$ cat src/rtl/noc_pkg.sv
// Shared NoC definitions: flit type encodings, injector FSM states and
// head-flit field offsets. The router decodes head flits with the same helpers.
package noc_pkg;

  typedef enum logic [1:0] {
    FT_BODY      = 2'b00,
    FT_HEAD      = 2'b01,
    FT_TAIL      = 2'b10,
    FT_HEAD_TAIL = 2'b11
  } flit_type_t;

  typedef enum logic [1:0] {
    ST_IDLE,
    ST_HEAD,
    ST_BODY
  } inj_state_t;

  // Head layout, MSB first: dest_x, dest_y, src_x, src_y, len
  function automatic int hdr_w(input int cw, input int lw);
    return 4 * cw + lw;
  endfunction

  function automatic int off_len(input int cw, input int lw);
    return 0 * cw + 0 * lw;
  endfunction

  function automatic int off_src_y(input int cw, input int lw);
    return 0 * cw + lw;
  endfunction

  function automatic int off_src_x(input int cw, input int lw);
    return cw + lw;
  endfunction

  function automatic int off_dest_y(input int cw, input int lw);
    return 2 * cw + lw;
  endfunction

  function automatic int off_dest_x(input int cw, input int lw);
    return 3 * cw + lw;
  endfunction

endpackage

$ cat src/rtl/noc_credit_cnt.sv
// Credit counter for the router's local input buffer. Starts full, counts
// down on each send and up on each returned credit; a returned credit while
// already full saturates and raises a sticky error flag.
module noc_credit_cnt #(
  parameter int BUF_DEPTH = 4
) (
  input  logic clk,
  input  logic rst_n,
  input  logic send,
  input  logic credit_in,
  output logic credit_avail,
  output logic credit_err
);

  localparam int CW = $clog2(BUF_DEPTH + 1);
  localparam logic [CW-1:0] FULL = CW'(BUF_DEPTH);

  logic [CW-1:0] cnt;

  // Count update; simultaneous send and credit cancel out
  always_ff @(posedge clk or negedge rst_n) begin
    if (!rst_n) begin
      cnt        <= FULL;
      credit_err <= 1'b0;
    end else if (send && !credit_in) begin
      cnt <= cnt - CW'(1);
    end else if (credit_in && !send) begin
      if (cnt == FULL) credit_err <= 1'b1;
      else             cnt        <= cnt + CW'(1);
    end
  end

  assign credit_avail = (cnt != '0);

endmodule

$ cat src/rtl/noc_local_inject.sv
// Local injection port: turns packet requests plus payload words into
// head/body/tail flits for the router's local input, gated by credits.
// Optional per-port statistics counters under NOC_INJECT_STATS_EN.
module noc_local_inject
  import noc_pkg::*;
#(
  parameter int XCOORD    = 0,
  parameter int YCOORD    = 0,
  parameter int COORD_W   = 4,
  parameter int LEN_W     = 4,
  parameter int DATA_W    = 32,
  parameter int BUF_DEPTH = 4
) (
  input  logic               clk,
  input  logic               rst_n,
  input  logic               req_valid,
  output logic               req_ready,
  input  logic [COORD_W-1:0] req_dest_x,
  input  logic [COORD_W-1:0] req_dest_y,
  input  logic [LEN_W-1:0]   req_len,
  input  logic               dat_valid,
  output logic               dat_ready,
  input  logic [DATA_W-1:0]  dat_in,
  output logic               flit_valid,
  output logic [1:0]         flit_type,
  output logic [DATA_W-1:0]  flit_out,
  input  logic               credit_in,
  output logic               busy,
  output logic               credit_err
`ifdef NOC_INJECT_STATS_EN
  ,
  output logic [15:0]        pkt_sent_cnt,
  output logic [15:0]        flit_sent_cnt
`endif
);

  localparam int OFF_DX = off_dest_x(COORD_W, LEN_W);
  localparam int OFF_DY = off_dest_y(COORD_W, LEN_W);
  localparam int OFF_SX = off_src_x(COORD_W, LEN_W);
  localparam int OFF_SY = off_src_y(COORD_W, LEN_W);
  localparam int OFF_LN = off_len(COORD_W, LEN_W);
  localparam logic [COORD_W-1:0] SRC_X = COORD_W'(XCOORD);
  localparam logic [COORD_W-1:0] SRC_Y = COORD_W'(YCOORD);

  if (DATA_W < hdr_w(COORD_W, LEN_W)) begin : g_width_chk
    $error("noc_local_inject: DATA_W too narrow for head flit fields");
  end

  typedef struct packed {
    logic [COORD_W-1:0] dx;
    logic [COORD_W-1:0] dy;
    logic [LEN_W-1:0]   len;
  } req_t;

  inj_state_t        state_q, state_d;
  req_t              req_q;
  logic [LEN_W-1:0]  rem_q;
  logic              credit_avail;
  logic              send;
  flit_type_t        type_d, type_q;
  logic [DATA_W-1:0] data_d;
  logic [DATA_W-1:0] head_word;

  // Assemble the head flit from the latched request and node coordinates
  always_comb begin
    head_word                    = '0;
    head_word[OFF_DX +: COORD_W] = req_q.dx;
    head_word[OFF_DY +: COORD_W] = req_q.dy;
    head_word[OFF_SX +: COORD_W] = SRC_X;
    head_word[OFF_SY +: COORD_W] = SRC_Y;
    head_word[OFF_LN +: LEN_W]   = req_q.len;
  end

  // Next state, handshakes and the flit to register this cycle
  always_comb begin
    state_d   = state_q;
    req_ready = 1'b0;
    dat_ready = 1'b0;
    send      = 1'b0;
    type_d    = FT_BODY;
    data_d    = dat_in;
    case (state_q)
      ST_IDLE: begin
        req_ready = 1'b1;
        if (req_valid) state_d = ST_HEAD;
      end
      ST_HEAD: begin
        if (credit_avail) begin
          send    = 1'b1;
          data_d  = head_word;
          type_d  = (req_q.len != '0) ? FT_HEAD : FT_HEAD_TAIL;
          state_d = (req_q.len != '0) ? ST_BODY : ST_IDLE;
        end
      end
      ST_BODY: begin
        dat_ready = credit_avail;
        if (dat_valid && credit_avail) begin
          send = 1'b1;
          if (rem_q == LEN_W'(1)) begin
            type_d  = FT_TAIL;
            state_d = ST_IDLE;
          end
        end
      end
      default: state_d = ST_IDLE;
    endcase
  end

  // State, latched request and remaining payload count
  always_ff @(posedge clk or negedge rst_n) begin
    if (!rst_n) begin
      state_q <= ST_IDLE;
      req_q   <= '0;
      rem_q   <= '0;
    end else begin
      state_q <= state_d;
      if (state_q == ST_IDLE && req_valid) begin
        req_q <= '{dx: req_dest_x, dy: req_dest_y, len: req_len};
        rem_q <= req_len;
      end else if (send && state_q == ST_BODY) begin
        rem_q <= rem_q - LEN_W'(1);
      end
    end
  end

  // Registered flit outputs; payload/type hold when nothing is sent
  always_ff @(posedge clk or negedge rst_n) begin
    if (!rst_n) begin
      flit_valid <= 1'b0;
      type_q     <= FT_BODY;
      flit_out   <= '0;
    end else begin
      flit_valid <= send;
      if (send) begin
        type_q   <= type_d;
        flit_out <= data_d;
      end
    end
  end

  assign flit_type = type_q;
  assign busy      = (state_q != ST_IDLE);

  noc_credit_cnt #(.BUF_DEPTH(BUF_DEPTH)) u_cred (
    .clk          (clk),
    .rst_n        (rst_n),
    .send         (send),
    .credit_in    (credit_in),
    .credit_avail (credit_avail),
    .credit_err   (credit_err)
  );

`ifdef NOC_INJECT_STATS_EN
  // Packet and flit counters, wrapping at 2^16
  always_ff @(posedge clk or negedge rst_n) begin
    if (!rst_n) begin
      pkt_sent_cnt  <= '0;
      flit_sent_cnt <= '0;
    end else if (send) begin
      flit_sent_cnt <= flit_sent_cnt + 16'd1;
      if (type_d == FT_TAIL || type_d == FT_HEAD_TAIL)
        pkt_sent_cnt <= pkt_sent_cnt + 16'd1;
    end
  end
`endif

endmodule
$ cat config.mk
export PLATFORM = sky130hd
export DESIGN_NAME = noc_local_inject
export DESIGN_NICKNAME = d
export VERILOG_FILES = /design/src/rtl/noc_pkg.sv /design/src/rtl/noc_credit_cnt.sv /design/src/rtl/noc_local_inject.sv
export SDC_FILE = /design/constraint.sdc
export NUM_CORES = 1
export LEC_CHECK = 0
export BUFFER_PORTS_ARGS = -buffer_cell sky130_fd_sc_hd__buf_2
export CORE_MARGIN = 4
export CORE_UTILIZATION = 50
export CTS_CLUSTER_SIZE = 12
export DETAILED_ROUTE_END_ITERATION = 10
export HOLD_SLACK_MARGIN = 0.12
export PLACE_DENSITY = 0.84
export SYNTH_ARGS = -nofsm -noshare
export SYNTH_HDL_FRONTEND = slang
export SYNTH_SLANG_ARGS = --single-unit
$ cat constraint.sdc
create_clock -name clk -period 4.3 [get_ports clk]
set_input_delay 0.645 -clock clk [delete_from_list [all_inputs] [get_ports clk]]
set_output_delay 0.645 -clock clk [all_outputs]
set_load 0.01 [all_outputs]
==> flow_metrics.py <==
metrics = {
    "sta": {
        "fmax_mhz": 299,
        "fin_ws_ns": 0.961,
        "hold_viol_final": 0,
        "relSlewSlack_pct": 32.8,
        "tightest_slew_ns": 1.00,
        "setup-violations-final": 0,
        "rsz0062_at_grt": "no",
        "skew_ns": 0.00238,
        "setup_tns_ns": 0,
        "slew_viol_final": 0,
        "finalCritPeriodShare_pct": 77.7,
        "fin_crit_ns": 3.34,
    },
    "global_route": {
        "grt_pass1_vias": 2180,
        "grt_max_degree": 58,
        "grt_usage_pct": 20.4,
        "grt_overflow": 0,
        "antenna_found_initial": 0,
        "grt_pass1_wl_um": 10000,
    },
    "drt": {
        "drtIter0Drc": 108,
        "routed_wl_um": 6030,
        "antenna_left": 0,
        "drc_errors": 0,
        "post_drt_wl_per_cell_um": 15.1,
        "via_per_inst": 5.48,
        "dr.pass1.iters": 5,
        "vias": 2186,
    },
    "final_layout": {
        "nNetsFinal": 385,
        "antennaDiodeCount": 0,
        "drive_above_1_share_pct": 33.7,
        "fin_area_mm2": 0.00320,
        "area_growth_pct": 24.9,
    },
    "floorplan": {
        "rows": 25,
        "initial_core_util_pct": 52.9,
        "core_area_mm2": 0.00485,
        "ios": 88,
        "dieHeight_um": 79.6,
        "die_area_mm2": 0.00634,
        "die_w_um": 79.6,
    },
    "place": {
        "place_area_mm2": 0.00302,
        "place_congestion": 0.887,
        "dpl.hpwl_um": 4290,
        "io_buffer_count": 87,
        "post-place-ws_ns": 1.00,
    },
    "critical_path": {
        "cp_max_fo": 16,
        "crit_chain": "inv_1, ha_1, nand3_2, and2_1, inv_1, ha_1, inv_1, fa_1, or4_1, a21oi_1, a221oi_1",
        "crit_type": "reg2reg",
        "worstPathRequired_ns": 4.55,
        "crit_path_frequent_cell": "inv_1",
        "end_kind": "flip-flop",
        "arrival_ns": 3.59,
        "cp_slowest_cell": "or4_1",
        "crit_path_start_kind": "flip-flop",
        "max_stage_delay_ns": 0.53,
    },
    "hold_path": {
        "hold_class": "in2async",
    },
    "power": {
        "p_leak_nw": 1.67,
        "pwr_density_cell_mw_per_mm2": 777,
        "max-vdd-ir-drop_mv": 0.375,
    },
    "yosys": {
        "synth_area_leader_cell": "dfrtp_1",
        "yosysMostFrequentCell": "dfrtp_1",
        "netlist_instances": 241,
        "synth_top_flop_cell": "dfrtp_1",
        "yosys-top-cells-count": "dfrtp_1 (56), nand2_1 (44), inv_1 (26)",
        "synth.cell_area_mm2": 0.00256,
        "synth_top_cell_area_share_pct": 54.7,
        "synth_edf_count": 0,
        "syn-num-nets": 298,
        "yosys_warnings": 0,
        "synthDistinctLibCells": 38,
        "syn_area_per_cell_um2": 10.6,
        "ys_seq_elements": 57,
        "async_flop_share_pct": 100,
        "ys_seq_area_share_pct": 55.7,
        "synth.area.top_cells": "dfrtp_1 (55%), a32o_1 (7.8%), nand2_1 (6.4%)",
    },
    "clock_network": {
        "clock_sinks": 57,
        "cts_max_path_buffers": 2,
        "insertion_delay_ns": 0.33,
        "cts-buffers-inserted": 9,
        "ctsRootBufferMaster": "clkbuf_8",
        "cts-resized-gates": 0,
        "cts_tree": "built",
        "cts_hold_buffers": 0,
        "htree_levels": 3,
        "postCtsSetupRepairBufs": 0,
        "path_clk_slew_ns": 0.06,
    },
    "outcome": {
        "run_status": "complete, no violations",
    },
    "flow_run": {
        "maxCapViolCount": 0,
    },
}
[area by class of cell]
cell class                 count  area, um2
fill                         391       1650
sequential                    57       1430
multi-input combinational    144        955
timing repair buffer          90        458
clock buffer                  12        165
inverter                      26       97.6
tap                           67       83.8
clock inverter                 3       15.0
[cells in the final DEF, fill, tap and decap left out, types with 4 or more instances in the layout]
master and count:
buf_2 87, dfrtp_1 56, nand2_1 44, inv_1 26, a32o_1 20, a21oi_1 15
o32ai_1 12, clkbuf_8 12, ha_1 7, nor2_1 6, nor3_1 6, o21ai_0 4
[state kept, by name, summed over array words and instances, names as in the netlist]
name               count
flit_out              32
head_word             12
rem_q                  4
u_cred.cnt             3
flit_type              2
state_q                2
flit_valid             1
u_cred.credit_err      1
[logic make-up (layout without fill, tap and decap cells)]
kind of cell | after synthesis | after routing | share of synthesized area (%)
buffers and inverters | 40 | 131 | 7.08
XOR/XNOR | 3 | 3 | 1.03
AND/OR/NAND/NOR | 70 | 70 | 12.5
AO/OA/AOI/OAI | 61 | 61 | 18.7
adder cells (fa/ha/maj) | 8 | 8 | 4.20
flip-flops | 57 | 57 | 55.7
multiplexers | 2 | 2 | 0.830
[worst paths after layout]
kind,from,end,slack (ns),depth (start not counted)
setup reg to reg,state_q[1]$_DFFE_PN0P_,u_cred.cnt[2]$_DFFE_PN1P_,0.96,11
hold reg to reg,u_cred.credit_err$_DFFE_PN0P_,u_cred.credit_err$_DFFE_PN0P_,0.46,1
setup / recovery,state_q[1]$_DFFE_PN0P_,u_cred.cnt[2]$_DFFE_PN1P_,0.96,11
min in group clk,u_cred.credit_err$_DFFE_PN0P_,u_cred.credit_err$_DFFE_PN0P_,0.46,1
hold / removal,rst_n,flit_out[14]$_DFFE_PN0P_,0.43,2
max in group asynchronous,rst_n,flit_out[26]$_DFFE_PN0P_,3.39,2
[worst max-delay path: cells and delay by family (launching register included)]
kind / cells / cell delay, ns
buffers and inverters: 3 / 0.27
flip-flops: 1 / 0.40
AO/OA/AOI/OAI: 2 / 0.22
AND/OR/NAND/NOR: 3 / 1.22
adder cells (fa/ha/maj): 3 / 1.15
[metrics by stage]
stage	total power, W	hold slack, ns	std cells	utilization (%)
6_report	0.00249	0.432	399	66.0
5_1_grt	0.00269	0.496	399	66.0
4_1_cts	0.00251	0.468	399	66.0
3_5_place_dp	0.00206	0.455	384	62.3
3_3_place_gp	0.00201	0.450	384	62.3
2_1_floorplan	0.00171	0.349	241	-
[power breakdown]
part	switching, W	internal (W)	total (W)
Combinational	0.000625	0.000449	0.00107
Clock	0.000199	0.000250	0.000448
Sequential	0.000163	0.000803	0.000966
Total	0.000987	0.00150	0.00249
[layer usage]
metal  share of wire, %  track usage [%]
met5                  0                0
met4                1.1             6.87
met3                6.9             5.98
met2                 49             33.3
met1                 43             26.0
(Power assumes the default switching activity.)
